## config.mk

```make
export PLATFORM = sky130hd
export DESIGN_NAME = aes_dispatch_sched
export DESIGN_NICKNAME = d
export VERILOG_FILES = /design/src/rtl/aes_dispatch_sched.sv
export SDC_FILE = /design/constraint.sdc
export NUM_CORES = 1
export LEC_CHECK = 0
export ABC_CLOCK_PERIOD_IN_PS = 5800
export CAP_MARGIN = 0
export CORE_AREA = 5 5 397 399
export DETAILED_ROUTE_END_ITERATION = 10
export DIE_AREA = 0 0 402 404
export DONT_BUFFER_PORTS = 1
export GPL_TIMING_DRIVEN = 0
export PLACE_DENSITY = 0.42
export SLEW_MARGIN = 20
export SYNTH_ARGS = -nofsm -noshare
export SYNTH_HDL_FRONTEND = slang
export SYNTH_SLANG_ARGS = --single-unit
```

## constraint.sdc

```tcl
create_clock -name clk -period 5.8 [get_ports clk]
set_input_delay 0.87 -clock clk [delete_from_list [all_inputs] [get_ports clk]]
set_output_delay 0.87 -clock clk [all_outputs]
set_load 0.005 [all_outputs]
```

## src/rtl/aes_dispatch_sched.sv

```systemverilog
// aes_dispatch_sched: hands 128-bit blocks to NUM_AES AES cores round-robin
// and returns their ciphertext in strict input order.
module aes_dispatch_sched #(
    parameter int NUM_AES = 3,
    localparam int PTR_W = (NUM_AES > 1) ? $clog2(NUM_AES) : 1,
    localparam int CNT_W = $clog2(NUM_AES + 1)
) (
    input  logic                   clk,
    input  logic                   rst,
    input  logic                   in_valid,
    output logic                   in_ready,
    input  logic [127:0]           in_data,
    output logic [NUM_AES-1:0]     core_start,
    output logic [128*NUM_AES-1:0] core_data,
    input  logic [NUM_AES-1:0]     core_done,
    input  logic [128*NUM_AES-1:0] core_result,
    output logic                   out_valid,
    input  logic                   out_ready,
    output logic [127:0]           out_data,
    output logic                   busy,
    output logic [CNT_W-1:0]       inflight,
    output logic                   err_spurious
);

    typedef enum logic [1:0] {
        IDLE = 2'd0,
        RUN  = 2'd1,
        HOLD = 2'd2
    } core_st_e;

    core_st_e         st_q   [NUM_AES];
    core_st_e         st_d   [NUM_AES];
    logic [127:0]     data_q [NUM_AES];
    logic [127:0]     res_q  [NUM_AES];
    logic [PTR_W-1:0] dptr_q, dptr_d;
    logic [PTR_W-1:0] cptr_q, cptr_d;
    logic [NUM_AES-1:0] start_d;
    logic             spur_d;
    logic             accept;
    logic             release_blk;
    logic [CNT_W-1:0] cnt;

    function automatic logic [PTR_W-1:0] ptr_inc(input logic [PTR_W-1:0] p);
        return (p == PTR_W'(NUM_AES - 1)) ? '0 : p + 1'b1;
    endfunction

    assign in_ready    = !rst && (st_q[dptr_q] == IDLE);
    assign accept      = in_valid && in_ready;
    assign out_valid   = (st_q[cptr_q] == HOLD);
    assign out_data    = res_q[cptr_q];
    assign release_blk = out_valid && out_ready;

    for (genvar g = 0; g < NUM_AES; g++) begin : g_data
        assign core_data[128*g +: 128] = data_q[g];
    end

    always_comb begin
        cnt = '0;
        for (int i = 0; i < NUM_AES; i++) begin
            if (st_q[i] != IDLE) cnt = cnt + 1'b1;
        end
    end

    assign inflight = cnt;
    assign busy     = (cnt != '0);

    // Each core's slot is touched by at most one of done/accept/release
    // in a cycle, because each needs a different current state.
    always_comb begin
        st_d    = st_q;
        dptr_d  = dptr_q;
        cptr_d  = cptr_q;
        start_d = '0;
        spur_d  = err_spurious;
        for (int i = 0; i < NUM_AES; i++) begin
            if (core_done[i]) begin
                unique case (st_q[i])
                    RUN:     st_d[i] = HOLD;
                    default: spur_d  = 1'b1;
                endcase
            end
        end
        if (accept) begin
            st_d[dptr_q]    = RUN;
            start_d[dptr_q] = 1'b1;
            dptr_d          = ptr_inc(dptr_q);
        end
        if (release_blk) begin
            st_d[cptr_q] = IDLE;
            cptr_d       = ptr_inc(cptr_q);
        end
    end

    always_ff @(posedge clk) begin
        if (rst) begin
            for (int i = 0; i < NUM_AES; i++) begin
                st_q[i]   <= IDLE;
                data_q[i] <= '0;
                res_q[i]  <= '0;
            end
            dptr_q       <= '0;
            cptr_q       <= '0;
            core_start   <= '0;
            err_spurious <= 1'b0;
        end else begin
            st_q         <= st_d;
            dptr_q       <= dptr_d;
            cptr_q       <= cptr_d;
            core_start   <= start_d;
            err_spurious <= spur_d;
            if (accept) data_q[dptr_q] <= in_data;
            for (int i = 0; i < NUM_AES; i++) begin
                if (core_done[i] && st_q[i] == RUN)
                    res_q[i] <= core_result[128*i +: 128];
            end
        end
    end

endmodule

```

# Word-level counts from Yosys, hierarchy flattened
# Memories as Yosys holds them, arrays and structs flattened. A register that Yosys moved wholly into a read port is not among the register bits.
# Cells that the tools add are included.
# word_totals
mem_bits_ro	0
reg_bits	14
word_cells	106
latch_bits	0
ram_bits	768
n_memories	2
# mem_list
name	words	width	read_ports	rd_clocked_by_memory_dff	write_ports	line_no	text
data_q	3	128	3	0	3	33	logic [127:0] data_q [NUM_AES];
res_q	3	128	1	1	3	34	logic [127:0] res_q [NUM_AES];
# op_classes
eq_ne	6
n_bitwise	11
magnitude_cmp	6
n_mul	0
div_mod_pow	0
addsub	4
muxes	53
shift	0
n_reduce_logical	17
# ops
operator	n
128-bit 2-to-1 mux	4
128-bit OR reduction	1
2-bit 2-to-1 mux	19
1-bit 2-to-1 mux	23
6-bit 2-to-1 mux	2
1-bit logical AND	9
2-bit by 1-bit adder with 2-bit output (second input constant)	4
2-bit binary-select mux with 2-bit select	2
2-bit demux with 2-bit select	2
2-bit nonzero test	4
6-bit AND	1
2-bit by 1-bit equality test with 1-bit output (second input constant)	3
2-bit equality test (second input constant)	3
3-bit greater-or-equal comparator (second input constant)	2
3-bit by 1-bit less-than comparator with 1-bit output (second input constant)	2
2-bit inverter with 3-bit output	2
6-bit inverter	1
3-bit AND	1
2-bit by 3-bit less-than comparator with 1-bit output (second input constant)	1
3-bit inverter	1
1-bit OR	3
3-bit OR	1
1-bit demux with 2-bit select	1
2-bit by 1-bit greater-or-equal comparator with 1-bit output (second input constant)	1
4 further kinds	4

# Depth between registers and ports, before layout
# logic_depth
ltp_word	12
ltp_mapped	7

# Least setup slack after synthesis
# No wires, ideal clock.
# synth_timing
path_kind	input -> register
from	input rst
to	memory data_q[1][0], enable pin
path_slack_ps	1256
t_arrival_ps	4052
setup_ps	492
cell_stages	4
path_buffers	1
path_cell_list	buf_2 > inv_1 > nand4_1 > nand2_1
# synth_lines
item	line_no	text
start, declared	9	input logic rst,
end, declared	33	

==> impl_metrics.py <==
metrics = {
    "sta": {
        "clock_skew_ns": 0.0410,
        "rsz0062_at_grt": "false",
        "setup_ws_ns": 1.28,
        "max_freq_mhz": 221,
        "hold_violations": 0,
        "slew_headroom": 0.188,
        "slew_violations": 0,
        "period_share": 0.780,
        "finalCriticalPeriod_ns": 4.52,
        "tightest_slew_ns": 1.21,
        "setup_viol": 0,
    },
    "critical_path": {
        "r2r-end": "data_q[0][103]",
        "crit_path_frequent_cell": "buf_2",
        "critPathMaxStageDelay_ns": 0.60,
        "r2r_slack_ns": 2.58,
        "cpLargestDelayFamily": "buffers and inverters",
        "cp.required_ns": 4.93,
        "cp_cell_sequence": "buf_2 -> buf_2 -> buf_2 -> clkbuf_1 -> nand2_1 -> o21ai_0",
        "r2r_cells": 8,
        "cp.buffers_inverters": 4,
        "end_kind": "output port",
        "worst-path-max-fanout": 10,
        "start_kind": "flop",
        "worst_path_max_delay_cell": "clkbuf_1",
        "crit_arrival_ns": 3.65,
        "worst_r2r_startpoint": "st_q[4]",
        "crit_type": "flop to output port",
    },
    "global_route": {
        "antenna_found_initial": 138,
        "grt_max_degree": 48,
        "grt_pass1_wl_um": 172000,
        "grt_overflow": 0,
        "grt_pass1_vias": 18300,
        "globalRouteTotalUtil": 0.154,
    },
    "worst_hold_path": {
        "hp-class": "input pin to flop",
        "hold_depth": 1,
        "min_to": "st_q[5]",
        "worstHoldStart": "out_ready",
    },
    "synthesis": {
        "synth_seq_area_share": 0.739,
        "synth-edff-count": 768,
        "syn_avg_cell_area_um2": 14.8,
        "synth-seq-cells": 784,
        "synthCells": 2140,
        "synth-async-reset-ratio": 0,
        "synth_flop_cell": "edfxtp_1",
        "synth_cell_types": 43,
        "synth_fp_nets": 2661,
        "syn-cell-area_um2": 31600,
        "yosysWarnings": 0,
    },
    "detailed_routing": {
        "dr.pass1.iters": 5,
        "drt_wl_total_um": 130000,
        "drc_errors": 0,
        "via_per_inst": 4.00,
        "wire_per_inst_um": 29.4,
        "vias": 17800,
        "drt-initial-drc-count": 1003,
        "antenna_left": 0,
    },
    "floorplanning": {
        "coreArea_um2": 154000,
        "dieHeight_um": 404,
        "initial_utilization": 0.206,
        "rows": 144,
        "io-pin-count": 1040,
        "die_area_um2": 162000,
        "die_x_um": 402,
    },
    "placement": {
        "dp_hpwl_um": 103000,
        "port_buffers": 0,
        "post-place-cells": 4202,
        "pre_cts_ws_ns": 1.86,
        "gp_congestion": 0.801,
    },
    "cells_and_area": {
        "stdcell_count": 4435,
        "area_growth_pct": 19.2,
        "drive_gt1_frac": 0.0917,
        "multi_input_area_um2": 7720,
        "final_nets": 2770,
        "regArea_um2": 23400,
        "fillers": 16100,
        "final_util": 0.246,
    },
    "clock_tree": {
        "cts_tree": "done",
        "ctsHoldBuffers": 0,
        "cts-root-buf": "clkbuf_16",
        "clk_latency_ns": 0.68,
        "clkTransAtPathRegs_ns": 0.06,
        "clk_path_buf_depth": 3,
        "cts.repair.resized": 0,
        "cts_sinks": 784,
        "h-tree-depth": 3,
        "cts_made_buffers": 89,
        "post_cts_buffers": 0,
    },
    "run": {
        "maxCapViolations": 0,
    },
    "pwr": {
        "power.leakage_nw": 13.0,
        "p_per_area_nw_per_um2": 341,
        "irDropWorstVdd_v": 0.000225,
    },
    "run_status": {
        "status": "completed",
    },
}
## synth_stat cells, types with 2 or more instances
cell type	n	area share
and2_1	768	0.15
edfxtp_1	768	0.73
nand2_1	133	0.016
o21ai_0	131	0.021
mux2i_1	129	0.041
clkbuf_1	71	0.0084
buf_2	32	0.0051
clkbuf_2	20	0.0032
dfxtp_1	16	0.010
a21oi_1	10	0.0016
inv_1	10	0.0012
nand3b_1	4	0.00095
nor2_1	4	0.00047
a31oi_1	3	0.00059
buf_1	3	0.00036
nand2b_1	3	0.00059
ha_1	2	0.00079
nand3_1	2	0.00032
nor2b_1	2	0.00040
nor3_1	2	0.00032
o211a_1	2	0.00063
o21a_1	2	0.00047
or2_1	2	0.00040
or2_2	2	0.00040
## worst reg2reg max path, stage by stage, from the launching register on
cell and delay [ns]:
dfxtp_1 0.36, nor2_1 0.15, inv_1 0.13, nor4_4 0.34
clkbuf_1 0.58, or2_4 0.33, buf_16 0.25, buf_16 0.35
buf_16 0.34
## layer usage
layer | wire [um] | GRT usage | vias up
met5 | 458 | 0 | -
met3 | 12500 | 0.0659 | 244
met4 | 3390 | 0.0407 | 78
met2 | 68100 | 0.282 | 919
met1 | 46100 | 0.161 | 8672
li1 | - | - | 7841
## metrics by stage
step	instance area (um2)	hold slack, ns	setup TNS, ns	power [mW]
after global placement	34200	0.538	-696.97	7.52
after CTS	37500	0.196	0	13.1
after detailed placement	34700	0.538	0	7.51
after global routing	37600	0.244	0	13.3
final	37700	0.304	0	12.9
after floorplan	31600	0.483	0	7.12
## kinds of logic after synthesis
group	synth area share
muxes	0.0408
adders and majority gates	0.000791
DFF	0.739
AOI/OAI and AO/OA	0.0259
xor gates and xnor gates	0.000277
and+or+nand+nor	0.175
buffers and inverters	0.0185
## how the worst max path moves through the flow
stage / cells past startpoint / endpoint / start / slack [ns]
global placement: 3 / res_q[0][72] / rst / -1.58
CTS: 6 / out_data[87] / flop / 1.03
detailed placement: 6 / out_data[87] / flop / 1.86
global route: 6 / out_data[87] / flop / 1.15
finish: 6 / out_data[73] / flop / 1.28
floorplan: 4 / data_q[1][0] / rst / 1.26
## sequential cells by signal, summed over array words and instances (netlist names), named ones only
| name | cells |
|---|---|
| core_start | 3 |
| cptr_q | 2 |
| data_q | 384 |
| dptr_q | 2 |
| err_spurious | 1 |
| res_q | 384 |
| st_q | 6 |
## area by class of cell
type,count,share of cell area
Antenna cell,69,0.00458
Buffer,127,0.0145
Clock buffer,106,0.0607
Clock inverter,58,0.0142
Inverter,11,0.00109
Multi-Input combinational cell,1218,0.205
Sequential cell,784,0.620
Tap cell,2044,0.0678
Timing Repair Buffer,18,0.0125
## where the power goes
part / switching [mW] / total (mW) / internal, mW / leakage (nW)
clock: 2.43 / 5.51 / 3.08 / 1.39
combinational: 0.431 / 0.599 / 0.169 / 3.50
sequential: 0.185 / 6.75 / 6.57 / 8.10
total: 3.04 / 12.9 / 9.82 / 13.0
## placed cells by master, fill, tap and decap left out, drive strengths merged, types with 5 or more instances in the layout
| cell type | Yosys | layout |
|---|---|---|
| a21oi | 10 | 10 |
| dfxtp | 16 | 16 |
| bufinv | 0 | 5 |
| buf | 36 | 54 |
| edfxtp | 768 | 768 |
| o21ai | 131 | 131 |
| clkbuf | 91 | 197 |
| inv | 11 | 17 |
| mux2i | 129 | 129 |
| clkinv | 0 | 45 |
| nand2 | 133 | 133 |
| diode | 0 | 69 |
| and2 | 768 | 768 |
(Power assumes the default switching activity.)
